--- src/rtl/map_389_core_pkg.sv ---
// Shared definitions for the map_389 mapper: register page decode, field positions,
// and the save-state register index map.
package map_389_core_pkg;

   // cpu_addr[14:12] page selecting the latched register (with cpu_addr[15] = 1)
   localparam logic [2:0] Reg0Page = 3'd0;
   localparam logic [2:0] Reg1Page = 3'd1;

   localparam int unsigned PrgOuterMsb = 5;
   localparam int unsigned PrgOuterLsb = 3;
   localparam int unsigned MirBit      = 0;
   localparam int unsigned ChrOuterMsb = 5;
   localparam int unsigned ChrOuterLsb = 2;
   localparam int unsigned ModeBit     = 1;
   localparam int unsigned PrgInnerMsb = 3;
   localparam int unsigned PrgInnerLsb = 2;
   localparam int unsigned ChrInnerMsb = 1;
   localparam int unsigned ChrInnerLsb = 0;

   // Cycles after reset until every synchronizer/history flop holds a real M2 sample
   localparam logic [2:0] FillDone = 3'd4;

   typedef enum logic [1:0] {
      SsReg0 = 2'd0,
      SsReg1 = 2'd1,
      SsReg2 = 2'd2,
      SsNone = 2'd3
   } ss_sel_e;

   function automatic ss_sel_e reg_sel(logic [2:0] page);
      if (page == Reg0Page) return SsReg0;
      if (page == Reg1Page) return SsReg1;
      return SsReg2;
   endfunction

endpackage

--- src/rtl/map_389_core_m2_wr_det.sv ---
// M2 synchronizer with glitch filter, bus capture on rising edge, and a one-clk
// CPU write strobe on the filtered falling edge.
module map_389_core_m2_wr_det
   import map_389_core_pkg::*;
(
   input  logic       clk,
   input  logic       rst_n,
   input  logic       map_rst,
   input  logic       m2,
   input  logic       cpu_rw,
   input  logic [3:0] cpu_hi,
   input  logic [7:0] cpu_lo,
   output logic       wr_stb,
   output logic [2:0] wr_page,
   output logic [7:0] wr_data
);

   logic       m2_s1_q, m2_s2_q, m2_h1_q, m2_h2_q, m2_f_q;
   logic [2:0] fill_q;
   logic       armed_q, seen_rise_q, cap_rw_q;
   logic [3:0] cap_hi_q;
   logic [7:0] cap_lo_q;
   logic       fill_done, stable_hi, stable_lo, rise, fall;

   // Three agreeing samples are needed to move the filtered M2, rejecting pulses < 2 clk
   assign fill_done = (fill_q == FillDone);
   assign stable_hi = m2_s2_q & m2_h1_q & m2_h2_q;
   assign stable_lo = ~(m2_s2_q | m2_h1_q | m2_h2_q);
   // A rise only counts once a genuine low has been seen since reset
   assign rise      = armed_q & stable_hi & ~m2_f_q;
   assign fall      = stable_lo & m2_f_q;

   assign wr_stb  = fall & seen_rise_q & ~cap_rw_q & cap_hi_q[3] & ~map_rst;
   assign wr_page = cap_hi_q[2:0];
   assign wr_data = cap_lo_q;

   always_ff @(posedge clk or negedge rst_n) begin
      if (!rst_n) begin
         m2_s1_q     <= 1'b0;
         m2_s2_q     <= 1'b0;
         m2_h1_q     <= 1'b0;
         m2_h2_q     <= 1'b0;
         m2_f_q      <= 1'b0;
         fill_q      <= '0;
         armed_q     <= 1'b0;
         seen_rise_q <= 1'b0;
         cap_rw_q    <= 1'b0;
         cap_hi_q    <= '0;
         cap_lo_q    <= '0;
      end else begin
         m2_s1_q <= m2;
         m2_s2_q <= m2_s1_q;
         m2_h1_q <= m2_s2_q;
         m2_h2_q <= m2_h1_q;
         if (!fill_done) fill_q <= fill_q + 3'd1;
         if (fill_done && stable_lo) armed_q <= 1'b1;
         if (stable_hi) m2_f_q <= 1'b1;
         else if (stable_lo) m2_f_q <= 1'b0;
         if (rise) begin
            seen_rise_q <= 1'b1;
            cap_rw_q    <= cpu_rw;
            cap_hi_q    <= cpu_hi;
            cap_lo_q    <= cpu_lo;
         end else if (fall) begin
            seen_rise_q <= 1'b0;
         end
      end
   end

endmodule

--- src/rtl/map_389_core.sv ---
// Mapper 389 core: address-latched bank registers, PRG/CHR address generation,
// nametable mirroring and save-state access.
module map_389_core
   import map_389_core_pkg::*;
#(
   parameter int unsigned PRG_AW = 22,
   parameter int unsigned CHR_AW = 19
) (
   input  logic              clk,
   input  logic              rst_n,
   input  logic              map_rst,
   input  logic              m2,
   input  logic              cpu_rw,
   input  logic [15:0]       cpu_addr,
   input  logic [13:0]       ppu_addr,
   input  logic              ss_we,
   input  logic [1:0]        ss_addr,
   input  logic [7:0]        ss_wdat,
   output logic [7:0]        ss_rdat,
   output logic [PRG_AW-1:0] prg_addr,
   output logic              prg_ce,
   output logic [CHR_AW-1:0] chr_addr,
   output logic              ciram_a10,
   output logic              ciram_ce
);

   logic       wr_stb;
   logic [2:0] wr_page;
   logic [7:0] wr_data;
   logic [7:0] reg0_q, reg1_q, reg2_q;

   logic [2:0]  prg_outer;
   logic [1:0]  prg_inner, chr_inner;
   logic [3:0]  chr_outer;
   logic        mir, mode;
   logic [4:0]  bank16;
   logic [18:0] prg_nat, chr_nat;

   map_389_core_m2_wr_det u_m2_wr_det (
      .clk     (clk),
      .rst_n   (rst_n),
      .map_rst (map_rst),
      .m2      (m2),
      .cpu_rw  (cpu_rw),
      .cpu_hi  (cpu_addr[15:12]),
      .cpu_lo  (cpu_addr[7:0]),
      .wr_stb  (wr_stb),
      .wr_page (wr_page),
      .wr_data (wr_data)
   );

   // Save-state restore has priority over a CPU write landing in the same clk
   always_ff @(posedge clk or negedge rst_n) begin
      if (!rst_n) begin
         reg0_q <= '0;
         reg1_q <= '0;
         reg2_q <= '0;
      end else if (map_rst) begin
         reg0_q <= '0;
         reg1_q <= '0;
         reg2_q <= '0;
      end else if (ss_we) begin
         case (ss_sel_e'(ss_addr))
            SsReg0:  reg0_q <= ss_wdat;
            SsReg1:  reg1_q <= ss_wdat;
            SsReg2:  reg2_q <= ss_wdat;
            default: ;
         endcase
      end else if (wr_stb) begin
         case (reg_sel(wr_page))
            SsReg0:  reg0_q <= wr_data;
            SsReg1:  reg1_q <= wr_data;
            default: reg2_q <= wr_data;
         endcase
      end
   end

   always_comb begin
      ss_rdat = 8'h00;
      case (ss_sel_e'(ss_addr))
         SsReg0:  ss_rdat = reg0_q;
         SsReg1:  ss_rdat = reg1_q;
         SsReg2:  ss_rdat = reg2_q;
         default: ss_rdat = 8'h00;
      endcase
   end

   assign prg_outer = reg0_q[PrgOuterMsb:PrgOuterLsb];
   assign mir       = reg0_q[MirBit];
   assign chr_outer = reg1_q[ChrOuterMsb:ChrOuterLsb];
   assign mode      = reg1_q[ModeBit];
   assign prg_inner = reg2_q[PrgInnerMsb:PrgInnerLsb];
   assign chr_inner = reg2_q[ChrInnerMsb:ChrInnerLsb];

   // Upper 16K window is fixed to the last inner bank of the outer block
   assign bank16 = cpu_addr[14] ? {prg_outer, 2'b11} : {prg_outer, prg_inner};

   always_comb begin
      prg_nat = '0;
      if (mode) prg_nat = {bank16, cpu_addr[13:0]};
      else      prg_nat = {1'b0, prg_outer, cpu_addr[14:0]};
   end

   assign chr_nat   = {chr_outer, chr_inner, ppu_addr[12:0]};
   assign prg_addr  = PRG_AW'(prg_nat);
   assign chr_addr  = CHR_AW'(chr_nat);
   assign prg_ce    = cpu_addr[15];
   assign ciram_a10 = mir ? ppu_addr[11] : ppu_addr[10];
   assign ciram_ce  = ~ppu_addr[13];

endmodule
--- config.mk ---
export PLATFORM = sky130hd
export DESIGN_NAME = map_389_core
export DESIGN_NICKNAME = d
export VERILOG_FILES = /design/src/rtl/map_389_core_pkg.sv /design/src/rtl/map_389_core_m2_wr_det.sv /design/src/rtl/map_389_core.sv
export SDC_FILE = /design/constraint.sdc
export NUM_CORES = 1
export LEC_CHECK = 0
export ABC_AREA = 1
export CORE_AREA = 4 4 81 83
export CTS_CLUSTER_DIAMETER = 100
export DETAILED_ROUTE_END_ITERATION = 7
export DIE_AREA = 0 0 85 87
export PLACE_DENSITY = 0.76
export SYNTH_ARGS = -nofsm -noshare
export SYNTH_HDL_FRONTEND = slang
export SYNTH_SLANG_ARGS = --single-unit
--- constraint.sdc ---
create_clock -name clk -period 1.9 [get_ports clk]
set_clock_uncertainty 0.1 [all_clocks]
set_input_delay 0.285 -clock clk [delete_from_list [all_inputs] [get_ports clk]]
set_output_delay 0.285 -clock clk [all_outputs]
set_load 0.02 [all_outputs]
# After elaboration in Yosys (flattened, before gate mapping)
# Cells that the tools add are included.
# word_totals
ff_bits,47
latchBits,0
ramBits,0
romBits,0
input_bits,46
out_inout_bits,52
wordCells,92
memories,0
# op_classes
addsub,1
mul,0
div_mod_pow,0
n_lt_le_gt_ge,0
eq_ne,10
shift,0
muxes,39
bitwise_logic,16
n_reduce_logical,12
# ops
op,n
two-way mux 8 bit,15
case mux 8 bit (3 select lines),1
two-way mux 19 bit,1
two-way mux 2 bit,8
two-way mux 1 bit,14
AND 1 bit,9
"!= test 3 x 2 -> 1 bit, second input constant",3
AND reduction 3 bit,3
nonzero test 3 bit,3
NOT 1 bit,5
"== test 2 x 1 -> 1 bit, second input constant",2
logical NOT 2 bit,2
"adder 3 x 1 -> 3 bit, second input constant",1
"== test 3 x 1 -> 1 bit, second input constant",1
"== test 3 bit, second input constant",1
logical NOT 3 bit,1
"!= test 3 x 1 -> 1 bit, second input constant",1
"== test 2 bit, second input constant",1
"!= test 2 x 1 -> 1 bit, second input constant",1
bitwise OR 1 bit,2
nonzero test 2 bit,1
OR reduction 2 bit,1
logical AND 1 bit,1

# Depth between registers and ports, before layout
# Gate-level depths: netlist of run 1.
# logic_depth
word_depth,26
ltp_mapped,9

# Modules after synthesis
# From an unflattened synthesis of run 1, not the netlist that was laid out.
# hier_totals
cells_unflattened,347
hier_area_um2,2786.4
# modules_own_cells
mod,instances,cells_each,area_each_um2,seq_area_each_um2
map_389_core,1,235,1677.9,600.6
map_389_core_m2_wr_det,1,112,1108.6,575.6

# Worst setup path before layout of run 1
# Ideal clock, no wire load.
# synth_timing
path_type,register to output
from,register reg1_q[1]
to,output port prg_addr[17]
arrival_time_ns,0.966
required_ns,1.515
slack_ns,0.549
path_stages_with_launch,3
path_buffers,0
path_cell_list,dfrtp_1 -> inv_1 -> o21ai_0
# synth_between
elab_chain_cells,1
# synth_rtl
item,line,rtl
from (decl),map_389_core.sv:30,"logic [7:0] reg0_q, reg1_q, reg2_q;"
from (signal assigned),map_389_core.sv:65,SsReg1: reg1_q <= ss_wdat;
from (signal assigned),map_389_core.sv:72,SsReg1: reg1_q <= wr_data;
two-way mux 19 bit,map_389_core.sv:100,"if (mode) prg_nat = {bank16, cpu_addr[13:0]};"
to (decl),map_389_core.sv:20,"output logic [PRG_AW-1:0] prg_addr,"
# No other way between the ends.

# Worst setup path in the final report of run 1
# layout_timing
from,input port ss_addr[0]
to,output port ss_rdat[1]
# layout_between
elab_chain_cells,2
elab_cells_between_ends,4
classes_between,2 x eq/ne; 1 x mux; 1 x reduce/logical
# layout_rtl
item,line,rtl
from (decl),map_389_core.sv:17,"input logic [1:0] ss_addr,"
== test 2 bit (tied with other cells),map_389_core.sv:80,case (ss_sel_e'(ss_addr))
case mux 8 bit (3 select lines) *,map_389_core.sv:80,
to (decl),map_389_core.sv:19,"output logic [7:0] ss_rdat,"
# Every way passes the cells marked *; elsewhere a longest branch is shown, timed or not.

==> reports/results.env, run 1 <==
PIN_COUNT_OF_THE_BIGGEST_NET_ENTERING_GLOBAL_ROUTING=48
CRITICAL_PATH_END_TYPE='output port'
MULTI_INPUT_GATE_AREA_UM2=998
CLOCK_PIN_SLEW_OF_THE_REGISTERS_ON_THE_WORST_CASE_SETUP_AND_HOLD_PATHS_NS=0.08
YOSYSUNIQUECELLTYPES=27
IRDROPWORSTVDD_V=0.000466
FINALCRITPERIODSHARE_PCT=98.1
YS_SEQ_AREA_SHARE_PCT=46.4
WORST_HOLD_PATH_TYPE='reg -> reg'
DRV_CAP=0
NETSWITCHINGPOWER_uW=932
SYNTH.TOP_CELLS.BY_AREA='sky130_fd_sc_hd__dfrtp_1, sky130_fd_sc_hd__nand2_1, sky130_fd_sc_hd__buf_4'
SYN2LAYOUT_AREA_GROWTH_PCT=28.8
ROUTE.DETAILED.VIAS_PER_INST=4.74
SYNTHCELLS=323
CRITICALPATHCATEGORY='in -> out'
YOSYS.AREA_SHARE.SIMPLE_PCT=32.8
SYNTH.FF_LATCH_COUNT=47
SYNTH_ADDER_AREA_SHARE_PCT=0.986
P_SEQ_SHARE_PCT=44.2
IOPINCOUNT=98
HP-START='u_m2_wr_det.m2_s1_q'
CLOCK_INSERTION_DELAY_WORST_SKEW_NS=0.30
POST_SYNTH.CELL_AREA_AVG_UM2=7.86
CRITPATHARRIVALTIME_NS=1.48
GRT_TOTAL_OVFL=0
DIE_H_UM=87
GR_LAYER_USAGE_MET2_PCT=29.1
COMBINATIONALPOWERSHARE_PCT=27.7
GRT_BUSIEST_LAYER='met2'
SYNTH_TOP_FAMILY_BY_AREA='simple AND/OR/NAND/NOR gates'
DIODES=0
CRITPATHBUFINV=4
TIMING.CRITICAL_PATH.SLOWEST_STAGE_CELL='sky130_fd_sc_hd__clkdlybuf4s50_1'
ENDPOINT_REQUIRED_TIME_ON_THE_CRITICAL_PATH_NS=1.51
SWITCHING_SHARE_PCT=30.9
REPORT.POWER.TOTAL_uW=3020
DP.FINAL_HPWL_UM=4420
STATUS='complete, no violations'
CLK_PATH_BUF_DEPTH=2
CRITICAL_PATH.MAX_FANOUT=3
LAYOUT.CELL_AREA.NON_FILLER_MM2=0.00327
PATH_CELLS='clkdlybuf4s50_1 -> buf_6 -> nor2_4 -> buf_4 -> nand2_1 -> o211ai_1 -> buf_4'
YOSYS-MUX-AREA-FRACTION_PCT=0.444
GRT_ANTENNA_BEFORE_REPAIR=0
GPL.FINAL_WEIGHTED_CONGESTION=0.838
CTS_MADE_BUFFERS=5
DETAILROUTE.VIA_COUNT=2156
AVGROUTEDWIREPERCELL_UM=13.2
SYNTHESIS.AREA_MM2=0.00254
NUM-FILL-CELLS=551
YOSYS.AREA_SHARE.XOR_XNOR_PCT=0.690
FINAL_CORE_UTIL_PCT=55.9
YOSYSWARNINGCOUNT=0
CORE_MM2=0.00585
RR_STARTPOINT='u_m2_wr_det.m2_h1_q'
FP.DIEAREA_MM2=0.00740
CRIT_START='ss_addr[0]'
GRT_PASS1_VIAS=2253
STARTING_DRT_DRC_COUNT=192
NUMBER_OF_CLOCK_SINKS=47
CRITICAL-PATH-TOP-DELAY-FAMILY='buffers and inverters'
REGISTER_AREA_MM2=0.00118
TIMING_WORST_SLEW_PIN_VALUE_NS=0.573
WORST_PATH_MOST_REPEATED_CELL='sky130_fd_sc_hd__buf_4'
CTSROOTBUFFERMASTER='sky130_fd_sc_hd__clkbuf_8'
CTS_MAX_LEVEL=2
LOGIC_DEPTH_OF_THE_WORST_REGISTER_TO_REGISTER_PATH=6
CORE.ROWCOUNT=28
MAX_SLEW_MARGIN_PCT=61.8
SETUP_VIOL=0
TOTAL_INTERNAL_POWER_uW=2090
DRT_FIRST_PASS_ITERS=4
PORT-BUFFER-COUNT=64
DETAIL-ROUTE-ANTENNA-NETS=0
CP-START-KIND='primary input'
GRT_UTIL_ALL_LAYERS_PCT=18.0
WORSTSETUPPATHDEPTH=7
SHARE_CLK_OF_TOTAL_POWER_PCT=28.2
YOSYSTOPAREACELLSHARE_PCT=46.4
REMAINING_DRC_ERRORS=0
GRTUSAGEMET3_PCT=3.50
HOLD_VIOL_FINAL=0
PWR_DENSITY_CELL_mW_PER_MM2=924
TRITONCTS='yes'
MAX_STAGE_DELAY_NS=0.45
ROUTED_WIRELENGTH_UM=5990
PERIOD_MINUS_SLACK_NS=1.86
POWER_LEAKAGE_uW=0.00169
GRT_FIRST_PASS_WIRELENGTH_UM=10600
DIE_W_UM=85
STARTING_DENSITY_PCT=43.4
POST-SYNTH-TOP-AREA-CELL='sky130_fd_sc_hd__dfrtp_1'
NETS=427
PLACED_AREA_MM2=0.00312
MAXCLOCKFREQUENCY_GHz=0.536
USE_MET1_PCT=23.8
DRV_SLEW=0
TIMING.HOLD.WORST_PATH_DEPTH=0
LAYOUT-DRIVE-GT1-SHARE_PCT=15.0
SYNTH_COMPOUND_AREA_SHARE_PCT=3.45
## placed cells by master, fill, tap and decap left out, types with 5 or more instances in the layout
| cell | n |
|---|---|
| sky130_fd_sc_hd__clkdlybuf4s50_1 | 50 |
| sky130_fd_sc_hd__inv_1 | 13 |
| sky130_fd_sc_hd__buf_4 | 23 |
| sky130_fd_sc_hd__nand2_1 | 140 |
| sky130_fd_sc_hd__dlygate4sd2_1 | 5 |
| sky130_fd_sc_hd__nand3_1 | 42 |
| sky130_fd_sc_hd__buf_2 | 8 |
| sky130_fd_sc_hd__clkbuf_8 | 5 |
| sky130_fd_sc_hd__nor2_1 | 6 |
| sky130_fd_sc_hd__o21ai_0 | 8 |
| sky130_fd_sc_hd__dfrtp_1 | 46 |
## power groups by stage
stage	Combinational [uW]	Sequential [uW]	Clock, uW
6_report	836	1330	850
5_1_grt	947	1360	918
4_1_cts	843	1330	868
3_5_place_dp	866	1350	0
3_3_place_gp	842	1340	0
2_1_floorplan	581	1310	0
## worst paths after layout
kind | to | slack, ns
min in group asynchronous | u_m2_wr_det.m2_h1_q | 0.51
worst min-delay path | u_m2_wr_det.m2_s2_q | 0.25
max in group asynchronous | reg1_q[1] | 0.78
worst max-delay path | ss_rdat[1] | 0.04
worst min register to register | u_m2_wr_det.m2_s2_q | 0.25
worst max register to register | reg0_q[3] | 0.35
## synthesized netlist by cell type
| library cell | instances |
|---|---|
| sky130_fd_sc_hd__nand2_1 | 141 |
| sky130_fd_sc_hd__nor2_4 | 2 |
| sky130_fd_sc_hd__buf_6 | 2 |
| sky130_fd_sc_hd__buf_2 | 1 |
| sky130_fd_sc_hd__mux2_2 | 1 |
| sky130_fd_sc_hd__o21ai_0 | 8 |
| sky130_fd_sc_hd__ha_1 | 2 |
| sky130_fd_sc_hd__inv_1 | 15 |
| sky130_fd_sc_hd__o21bai_4 | 1 |
| sky130_fd_sc_hd__xor2_1 | 1 |
| sky130_fd_sc_hd__dfrtp_1 | 47 |
| sky130_fd_sc_hd__xnor2_1 | 1 |
| sky130_fd_sc_hd__a21oi_1 | 1 |
| sky130_fd_sc_hd__buf_4 | 37 |
| sky130_fd_sc_hd__o211ai_1 | 1 |
| sky130_fd_sc_hd__nand3_1 | 42 |
| sky130_fd_sc_hd__inv_2 | 2 |
| sky130_fd_sc_hd__clkinv_1 | 1 |
| sky130_fd_sc_hd__nand2_2 | 2 |
| sky130_fd_sc_hd__nor2_2 | 1 |
| sky130_fd_sc_hd__conb_1 | 1 |
| sky130_fd_sc_hd__nand2_4 | 1 |
| sky130_fd_sc_hd__nand3_2 | 1 |
| sky130_fd_sc_hd__nor2_1 | 6 |
| sky130_fd_sc_hd__nand3b_1 | 1 |
| sky130_fd_sc_hd__a21oi_4 | 1 |
| sky130_fd_sc_hd__clkbuf_1 | 3 |
## layer usage
layer | vias up | part of all wire (%)
met5 | - | 0
met4 | 0 | 1.7
met3 | 8 | 7.2
met2 | 83 | 46
met1 | 980 | 45
li1 | 1085 | -
## state kept, by name, summed over array words and instances, names as in the netlist
signal	cells
reg0_q	8
reg1_q	8
reg2_q	8
u_m2_wr_det.wr_data	8
u_m2_wr_det.cap_hi_q	4
u_m2_wr_det.fill_q	3
u_m2_wr_det.armed_q	1
u_m2_wr_det.cap_rw_q	1
u_m2_wr_det.m2_f_q	1
u_m2_wr_det.m2_h1_q	1
u_m2_wr_det.m2_h2_q	1
u_m2_wr_det.m2_s1_q	1
u_m2_wr_det.m2_s2_q	1
u_m2_wr_det.seen_rise_q	1
## metrics by stage
step                worst slack, ns  std cells  TNS [ns]  hold WS [ns]
floorplan                     0.549        325         0        -0.111
global placement             -0.368        442     -3.36         0.236
detailed placement           -0.390        442     -3.95         0.235
CTS                          0.0153        455         0         0.255
global route                -0.0175        455   -0.0275         0.281
finish                       0.0358        455         0         0.252
## cells by family (layout without fill, tap and decap cells)
logic type,count (synthesis),in the layout
flip-flops,47,47
other,1,3
buffers and inverters,61,115
multiplexers,1,1
AND/OR/NAND/NOR,197,198
AO/OA/AOI/OAI,12,12
XOR/XNOR,2,2
adder cells (fa/ha/maj),2,2
## final cells by class
class	instances	area share (%)
clock buffer	6	2.22
inverter	18	2.07
clock inverter	2	1.84
multi-input combinational	218	30.6
timing repair buffer	89	24.4
sequential	47	36.0
tap	75	2.87
## worst reg2reg max path: stages (launching register included)
cell and delay (ns):
sky130_fd_sc_hd__dfrtp_1 0.40, sky130_fd_sc_hd__nor2_2 0.14, sky130_fd_sc_hd__nand3_2 0.11, sky130_fd_sc_hd__o21bai_4 0.31, sky130_fd_sc_hd__nand2_2 0.22, sky130_fd_sc_hd__nand2_1 0.10, sky130_fd_sc_hd__nand2_1 0.06
## repair_timing
action	in CTS	in global routing
hold buffers	1	0
pin swaps	2	0
setup buffers	3	0
endpoints found under the hold margin	47	0
gates cloned	1	0
setup endpoints to repair	13	2
resized for setup	40	4
Note: power is estimated with default switching activity, not from simulation.
==> run 2: changes to the inputs <==
--- a/config.mk
+++ b/config.mk
@@ -11,6 +11,7 @@
 export DETAILED_ROUTE_END_ITERATION = 7
 export DIE_AREA = 0 0 85 87
 export PLACE_DENSITY = 0.76
+export RECOVER_POWER = 50
 export SYNTH_ARGS = -nofsm -noshare
 export SYNTH_HDL_FRONTEND = slang
 export SYNTH_SLANG_ARGS = --single-unit
==> run 2 against run 1 <==
  * Sequential share of layout area about the same
  * Total power is essentially flat
  * Maximum frequency is essentially flat
  * Critical path type unchanged
  * Routed wire length about the same
  * Critical path depth unchanged
  * First-iteration DRC count decreased by 1.6%
==> reports/results.env, run 2 (same netlist as run 1, synthesis figures left out) <==
CRITICALPATHCATEGORY='in -> out'
HP-START='u_m2_wr_det.m2_s1_q'
PIN_COUNT_OF_THE_BIGGEST_NET_ENTERING_GLOBAL_ROUTING=48  # unchanged
PRECTSSETUPSLACK_NS=-0.390  # unchanged
HOLD_VIOL_FINAL=0  # unchanged
REPORT.POWER.TOTAL_uW=3020  # about the same
DP.FINAL_HPWL_UM=4420  # unchanged
CTS_MADE_BUFFERS=5  # unchanged
CORE.ROWCOUNT=28  # unchanged
TIMING.CRITICAL_PATH.SLOWEST_STAGE_CELL='sky130_fd_sc_hd__clkdlybuf4s50_1'
CLOCK_PIN_SLEW_OF_THE_REGISTERS_ON_THE_WORST_CASE_SETUP_AND_HOLD_PATHS_NS=0.08  # about the same
IRDROPWORSTVDD_V=0.000466  # -0.13%
REMAINING_DRC_ERRORS=0  # unchanged
WORST_PATH_MOST_REPEATED_CELL='sky130_fd_sc_hd__buf_4'
DIE_W_UM=85  # unchanged
MAXCLOCKFREQUENCY_GHz=0.536  # about the same
PORT-BUFFER-COUNT=64  # unchanged
COMMONEST_NON_FILL_NON_TAP_CELLS_IN_THE_LAYOUT='sky130_fd_sc_hd__nand2_1, sky130_fd_sc_hd__clkdlybuf4s50_1, sky130_fd_sc_hd__dfrtp_1, sky130_fd_sc_hd__nand3_1, sky130_fd_sc_hd__buf_4'
GRT_UTIL_ALL_LAYERS_PCT=18.0  # unchanged
GRT_FIRST_PASS_WIRELENGTH_UM=10600  # unchanged
PWR_DENSITY_CELL_mW_PER_MM2=924  # about the same
NUMBER_OF_CLOCK_SINKS=47  # unchanged
ROUTED_WIRELENGTH_UM=5990  # about the same
FP.DIEAREA_MM2=0.00740  # unchanged
ENDPOINT_REQUIRED_TIME_ON_THE_CRITICAL_PATH_NS=1.51  # about the same
DIE_H_UM=87  # unchanged
FINAL_CORE_UTIL_PCT=55.8  # -0.064 points
STARTING_DRT_DRC_COUNT=189  # -1.6%
ROUTE.DETAILED.VIAS_PER_INST=4.71  # -0.65%
GRT_PASS1_VIAS=2253  # unchanged
DRV_CAP=0  # unchanged
CTSROOTBUFFERMASTER='sky130_fd_sc_hd__clkbuf_8'
GPL.FINAL_WEIGHTED_CONGESTION=0.838  # unchanged
WORST_HOLD_PATH_TYPE='reg -> reg'
LAYOUT-DRIVE-GT1-SHARE_PCT=14.7  # -0.26 points
TRITONCTS='yes'
CRITPATHARRIVALTIME_NS=1.48  # about the same
CLK_PATH_BUF_DEPTH=2  # unchanged
DETAILROUTE.VIA_COUNT=2142  # -0.65%
HOLD-PATH-ENDPOINT='u_m2_wr_det.m2_s2_q'
STARTING_DENSITY_PCT=43.4  # unchanged
IOPINCOUNT=98  # unchanged
CORE_MM2=0.00585  # unchanged
ENDPOINT_OF_THE_WORST_REGISTER_TO_REGISTER_PATH='reg0_q[7]'
DRT_FIRST_PASS_ITERS=4  # unchanged
DETAIL-ROUTE-ANTENNA-NETS=0  # unchanged
SETUP_VIOL=0  # unchanged
NUM-FILL-CELLS=553  # +0.36%
CP-START-KIND='primary input'
TIMING_WORST_SLEW_PIN_VALUE_NS=0.572  # -0.000737 ns
FINAL_COMMON_CELL='sky130_fd_sc_hd__nand2_1'
DIODES=0  # unchanged
RR_STARTPOINT='u_m2_wr_det.m2_h1_q'
LOGIC_DEPTH_OF_THE_WORST_REGISTER_TO_REGISTER_PATH=6  # unchanged
CLOCK_INSERTION_DELAY_WORST_SKEW_NS=0.30  # about the same
MAX_STAGE_DELAY_NS=0.45  # about the same
CRITICAL-PATH-TOP-DELAY-FAMILY='buffers and inverters'
MAX_SLEW_MARGIN_PCT=61.9  # about the same
GRT_TOTAL_OVFL=0  # unchanged
CTS_MAX_LEVEL=2  # unchanged
NETS=427  # unchanged
CRITICAL_PATH.MAX_FANOUT=3  # unchanged
SETUP_SLACK_NS=0.0349  # -0.000901 ns
PERIOD_MINUS_SLACK_NS=1.87  # +0.000901 ns
CRITPATHBUFINV=4  # unchanged
DRV_SLEW=0  # unchanged
POWER_LEAKAGE_uW=0.00169  # -0.23%
SYN2LAYOUT_AREA_GROWTH_PCT=28.6
AVGROUTEDWIREPERCELL_UM=13.2  # about the same
STATUS='complete, no violations'
CRITICAL_PATH_END_TYPE='output port'
PATH_CELLS='clkdlybuf4s50_1 -> buf_6 -> nor2_4 -> buf_4 -> nand2_1 -> o211ai_1 -> buf_4'
REG_TO_REG_SLACK_SETUP_NS=0.34  # about the same
FINALCRITPERIODSHARE_PCT=98.2  # about the same
GRT_ANTENNA_BEFORE_REPAIR=0  # unchanged
TIMING.HOLD.WORST_PATH_DEPTH=0  # unchanged
==> run 2: cell count changes in the layout (fill, tap and decap cells not counted), sizes merged <==
cell	delta
buf	-1
clkbuf	+1
clkdlybuf4s50	-1
dlygate4sd3	+1
==> run 2: worst register-to-register path: stages, from the launching register on <==
cell and delay [ns]:
sky130_fd_sc_hd__dfrtp_1 0.40, sky130_fd_sc_hd__nor2_2 0.14, sky130_fd_sc_hd__nand3_2 0.11, sky130_fd_sc_hd__o21bai_4 0.32, sky130_fd_sc_hd__nand2_2 0.22, sky130_fd_sc_hd__nand2_1 0.12
sky130_fd_sc_hd__nand2_1 0.05
==> run 2: worst max path at each step <==
stage	to	slack, ns	depth (start not counted)	startpoint
after detailed placement	ss_rdat[1]	-0.39	6	ss_addr[0]
after global routing	ss_rdat[1]	-0.02	7	ss_addr[0]
after global placement	ss_rdat[1]	-0.37	6	ss_addr[0]
after floorplan	prg_addr[17]	0.55	2	reg1_q[1]
after CTS	prg_addr[18]	0.02	3	reg1_q[1]
final	ss_rdat[1]	0.03	7	ss_addr[0]
==> run 2: metrics by stage <==
| stage | area [um^2] | cells | setup TNS [ns] | hold WS (ns) |
|---|---|---|---|---|
| floorplan | 2540 | 325 | 0 | -0.111 |
| global placement | 3120 | 442 | -3.36 | 0.236 |
| detailed placement | 3120 | 442 | -3.95 | 0.235 |
| CTS | 3260 | 455 | 0 | 0.255 |
| global route | 3260 | 455 | -0.0275 | 0.281 |
| finish | 3260 | 455 | 0 | 0.252 |
==> run 2: layer usage <==
layer	share of wire, %	vias up	GRT usage (%)	wire, um
met5	0	-	0	0
li1	-	1084	-	-
met4	1.7	0	7.05	100
met2	47	71	29.1	2820
met3	6.8	8	3.50	410
met1	44	979	23.8	2660
==> run 2: final cells by class <==
type	instances	area, um^2	area share (%)
timing repair buffer	89	795	24.3
multi-input combinational	218	998	30.6
clock inverter	2	60.1	1.84
inverter	18	67.6	2.07
sequential	47	1180	36.1
tap	75	93.8	2.87
clock buffer	6	72.6	2.22
==> run 2: repair_timing <==
action,4_1_cts,5_1_grt
resized for setup,40,4
hold buffers,1,0
setup endpoints to repair,13,2
buffers inserted,3,0
hold endpoints to repair,47,0
pin swaps,2,0
gates cloned,1,0
==> run 2: where the power goes <==
| part | switching (uW) | total, uW | internal [uW] |
|---|---|---|---|
| logic | 474 | 835 | 360 |
| registers | 133 | 1330 | 1200 |
| clock network | 325 | 850 | 526 |
| total | 932 | 3020 | 2090 |
